### config.mk
export PLATFORM = sky130hd
export DESIGN_NAME = mesh_link_rr_arbiter
export DESIGN_NICKNAME = d
export VERILOG_FILES = /design/src/rtl/mesh_link_rr_arbiter.sv
export SDC_FILE = /design/constraint.sdc
export NUM_CORES = 1
export LEC_CHECK = 0
export ABC_AREA = 1
export CAP_MARGIN = 5
export CORE_ASPECT_RATIO = 0.6
export CORE_MARGIN = 4
export CORE_UTILIZATION = 32
export CTS_BUF_LIST = sky130_fd_sc_hd__clkbuf_16
export CTS_CLUSTER_DIAMETER = 120
export DETAILED_ROUTE_END_ITERATION = 8
export GPL_TIMING_DRIVEN = 1
export PLACE_DENSITY = 0.72
export SLEW_MARGIN = 0
export SYNTH_ARGS = -nofsm -noshare
export SYNTH_HDL_FRONTEND = slang
export SYNTH_SLANG_ARGS = --single-unit
### constraint.sdc
create_clock -name clk_i -period 4.1 [get_ports clk_i]
set_input_delay 1.23 -clock clk_i [delete_from_list [all_inputs] [get_ports clk_i]]
set_output_delay 1.23 -clock clk_i [all_outputs]
set_load 0.005 [all_outputs]
### src/rtl/mesh_link_rr_arbiter.sv
// Round-robin arbiter sharing one mesh link among num_req_p requesters, with a one-entry
// output buffer. Define MESH_LINK_ARB_CREDIT_EN to enable credit-based flow control.
module mesh_link_rr_arbiter #(
    parameter int unsigned num_req_p      = 4,
    parameter int unsigned x_cord_width_p = 2,
    parameter int unsigned y_cord_width_p = 2,
    parameter int unsigned data_width_p   = 32,
    parameter int unsigned addr_width_p   = 10,
    parameter int unsigned credits_p      = 4,
    localparam int unsigned pkt_width_lp  = 1 + addr_width_p + data_width_p
                                            + y_cord_width_p + x_cord_width_p,
    localparam int unsigned cr_width_lp   = $clog2(credits_p + 1),
    localparam int unsigned prio_width_lp = $clog2(num_req_p)
) (
    input  logic                              clk_i,
    input  logic                              reset_n_i,
    input  logic [num_req_p-1:0]              v_i,
    input  logic [num_req_p*pkt_width_lp-1:0] pkt_i,
    output logic [num_req_p-1:0]              yumi_o,
    output logic                              v_o,
    output logic [pkt_width_lp-1:0]           pkt_o,
    input  logic                              ready_i,
    input  logic                              credit_return_i,
    output logic [cr_width_lp-1:0]            credits_o,
    output logic                              credit_err_o
);

    logic                     buf_v_r;
    logic [pkt_width_lp-1:0]  buf_pkt_r;
    logic [prio_width_lp-1:0] prio_r;
    logic                     can_load;
    logic                     cr_ok;
    logic                     grant;
    logic [prio_width_lp-1:0] grant_idx;
    logic [prio_width_lp:0]   scan;

    // Loading while draining gives back-to-back throughput.
    assign can_load = !buf_v_r | ready_i;
    assign v_o      = buf_v_r;
    assign pkt_o    = buf_pkt_r;

    // Scan from prio_r upward with wrap; first valid requester wins.
    always_comb begin
        grant     = 1'b0;
        grant_idx = '0;
        scan      = '0;
        yumi_o    = '0;
        if (reset_n_i && can_load && cr_ok) begin
            for (int unsigned k = 0; k < num_req_p; k++) begin
                scan = {1'b0, prio_r} + (prio_width_lp + 1)'(k);
                if (scan >= (prio_width_lp + 1)'(num_req_p)) begin
                    scan = scan - (prio_width_lp + 1)'(num_req_p);
                end
                if (!grant && v_i[scan[prio_width_lp-1:0]]) begin
                    grant     = 1'b1;
                    grant_idx = scan[prio_width_lp-1:0];
                end
            end
        end
        yumi_o[grant_idx] = grant;
    end

    always_ff @(posedge clk_i or negedge reset_n_i) begin
        if (!reset_n_i) begin
            buf_v_r   <= 1'b0;
            buf_pkt_r <= '0;
            prio_r    <= '0;
        end else if (grant) begin
            buf_v_r   <= 1'b1;
            buf_pkt_r <= pkt_i[grant_idx*pkt_width_lp +: pkt_width_lp];
            prio_r    <= (grant_idx == prio_width_lp'(num_req_p - 1)) ? '0
                                                                       : grant_idx + 1'b1;
        end else if (ready_i) begin
            buf_v_r   <= 1'b0;
        end
    end

`ifdef MESH_LINK_ARB_CREDIT_EN
    logic [cr_width_lp-1:0] credits_r;
    logic                   credit_err_r;

    assign cr_ok        = credits_r != '0;
    assign credits_o    = credits_r;
    assign credit_err_o = credit_err_r;

    always_ff @(posedge clk_i or negedge reset_n_i) begin
        if (!reset_n_i) begin
            credits_r    <= cr_width_lp'(credits_p);
            credit_err_r <= 1'b0;
        end else begin
            case ({grant, credit_return_i})
                2'b10: credits_r <= credits_r - 1'b1;
                2'b01: begin
                    // A return with a full counter means the system lost track of credits.
                    if (credits_r == cr_width_lp'(credits_p)) begin
                        credit_err_r <= 1'b1;
                    end else begin
                        credits_r <= credits_r + 1'b1;
                    end
                end
                default: ;
            endcase
        end
    end
`else
    logic unused_credit_return;

    assign unused_credit_return = credit_return_i;
    assign cr_ok                = 1'b1;
    assign credits_o            = '0;
    assign credit_err_o         = 1'b0;
`endif

endmodule

==> metrics <==
status finished, final reports clean; RePlAce Congestion 0.961; Period minus WS final 3.99 ns; initial core utilization 33.5%; crit-path cells dlygate4sd2_1, inv_2, nand2_4, nand3_4, nand2_2, nor2_4, nand3_2, nand3_2, nand2_4, inv_4, ha_2, inv_1, nor2_2, buf_2; ranking of synthesized cells by area dfrtp_1 32%, nand3_1 32%, nand2_1 22%; DR vias 4990; DR vias/cell 5.01; fraction of layout cells with a size suffix above 1 8.36%; Layout area overhead 70.6%; area of the mapped netlist 3870 um^2; FP Rows 30; Reg2Reg Depth 14; FF+latch count, synth 50; clock tree buffer depth 2; R2R Path End pkt_o[19]; final hold vios 0; Slew Limit Headroom 35.8%; num ports 252; IO buf count 246; crit-path max FO 4; initial antenna violation count 0; Worst setup SP type input port; core region area 11600 um^2; largest net degree at the start of global routing 95; CP Class input port to output pin; DIE AREA 14000 um^2; DIE WIDTH 150 um; total chip power 0.00401 W; post-detail-place hpwl 11.3 mm; drt initial violations 277; CTS clock-pin slew for the worst setup and hold paths 0.06 ns; later-pin clock latency in the skew report 0.29 ns; first-pass GRT wire length 22.9 mm; Setup Skew 0.00649 ns; fmax 250 MHz; count of pins over their slew limit 0; warnings from Yosys 0; H-tree Lvls 2; final wirelength 15.0 mm; number of inserted diodes 0; most common cell after layout, fill and taps aside clkdlybuf4s50_1; CTS tree yes; crit path capture yumi_o[2]; sequential cell area fraction in the yosys report 32.3%; most frequent cells in the layout 237 x clkdlybuf4s50_1, 236 x nand3_1, 215 x nand2_1, 50 x dfrtp_1, 20 x buf_4; P per Cell Area 607 nW/um^2; vias in the first global route 4708; drc violations 0; static leakage 3.07 nW; required time of the critical path 2.87 ns; WL per Instance 15.0 um; DR pass1 iterations 5; reg2reg setup slack 0.88 ns; total CTS buffers 5; Avg Cell Area, Syn 6.29 um^2; gr ovfl total 0; Worst Hold Class flop to flop; post-synth top area share 32.3%; synth unique cells 21; peak supply drop 570 uV; clock sink count 50; Worst EP arrival 2.76 ns; worst-margin pin slew 0.963 ns; setup TNS 0 ns; Crit. End Element output pin; Post-Synthesis Cells 615; hold_buf cts 0; CP Launch Point v_i[1]; max-cap viol count 0; Total Routing Usage GR 19.8%; CP max stage cell dlygate4sd2_1; worst reg2reg startpoint prio_r[0]; Max stage delay on crit path 0.25 ns; clock root cell clkbuf_16; Routed Antenna Nets 0; Final Setup Violations 0; Tcrit/Tclk final 97.4%; nets 1036; Die Ht 93.2 um; Synth area leader dfrtp_1
-- state kept, by name, indices dropped and copies added, names as in the netlist --
| name | flops |
|---|---|
| pkt_o | 47 |
| prio_r | 2 |
| v_o | 1 |
-- routing by layer --
metal | global-route usage, % | share of wire [%] | up-vias
li1 | - | - | 2468
met1 | 24.9 | 41 | 2256
met2 | 34.4 | 47 | 248
met3 | 5.57 | 11 | 18
met4 | 3.81 | 1.4 | 0
met5 | 0 | 0 | -
-- worst max-delay path: cells and delay by family --
kind | cells | cell delay, ns
AND/OR/NAND/NOR | 8 | 0.80
buffers and inverters | 5 | 0.57
adder cells (fa/ha/maj) | 1 | 0.15
-- power breakdown --
| part | internal (W) | leakage (nW) | switching [W] | total [W] |
|---|---|---|---|---|
| logic | 0.00116 | 2.38 | 0.00156 | 0.00273 |
| registers | 0.000734 | 0.616 | 0.000159 | 0.000893 |
| clock network | 0.000221 | 0.0724 | 0.000171 | 0.000392 |
-- final cells by class --
| class | instances | area, um^2 |
|---|---|---|
| sequential | 50 | 1250 |
| clock buffer | 5 | 125 |
| fill | 1068 | 4960 |
| multi-input combinational | 495 | 2360 |
| timing repair buffer | 266 | 2580 |
| tap | 160 | 200 |
| inverter | 18 | 75.1 |
| clock inverter | 3 | 12.5 |
-- Yosys cell counts --
master,number
nand2_1,225
buf_4,7
nand3_1,244
ha_1,4
inv_1,12
dfrtp_1,50
a21oi_1,1
buf_6,7
buf_2,24
o21a_1,1
inv_2,4
buf_1,2
nor2_1,6
nand2_4,2
nor2_4,1
inv_4,2
conb_1,1
clkbuf_1,15
nand2_2,3
o21ai_0,3
nand3_2,1
-- kinds of logic (layout without fill, tap and decap cells) --
group,Yosys count,count (layout),share of synthesized area (%)
DFF,50,50,32.3
AOI/OAI and AO/OA,5,5,0.711
buffers and inverters,73,292,10.0
other,1,4,0.0969
adders and majority gates,4,4,1.29
and+or+nand+nor,482,482,55.6
-- worst min-delay path by stage --
stage	cells after the start	startpoint	to
after global placement	2	pkt_o[19]	pkt_o[19]
after CTS	2	pkt_o[28]	pkt_o[28]
after floorplan	2	pkt_o[0]	pkt_o[0]
final	2	pkt_o[26]	pkt_o[26]
after detailed placement	2	pkt_o[28]	pkt_o[28]
after global routing	2	pkt_o[29]	pkt_o[29]
-- timing repair --
action	CTS	global route
endpoints found under the setup margin	4	1
buffers inserted	1	5
pin swaps	12	8
resized for setup	45	8
hold endpoints to repair	0	0
-- stage by stage --
step                      cell area, um^2  worst slack, ns  util, %  hold slack [ns]  cells
final                                6600            0.107     57.1            0.480    997
after global routing                 6600          -0.0199     57.1            0.501    997
after CTS                            6530            0.133     56.5            0.481    992
after detailed placement             6330           -0.638     54.8            0.464    983
after global placement               6330           -0.546     54.8            0.462    983
after floorplan                      3880            0.319        -            0.473    618
(Power assumes the default switching activity.)
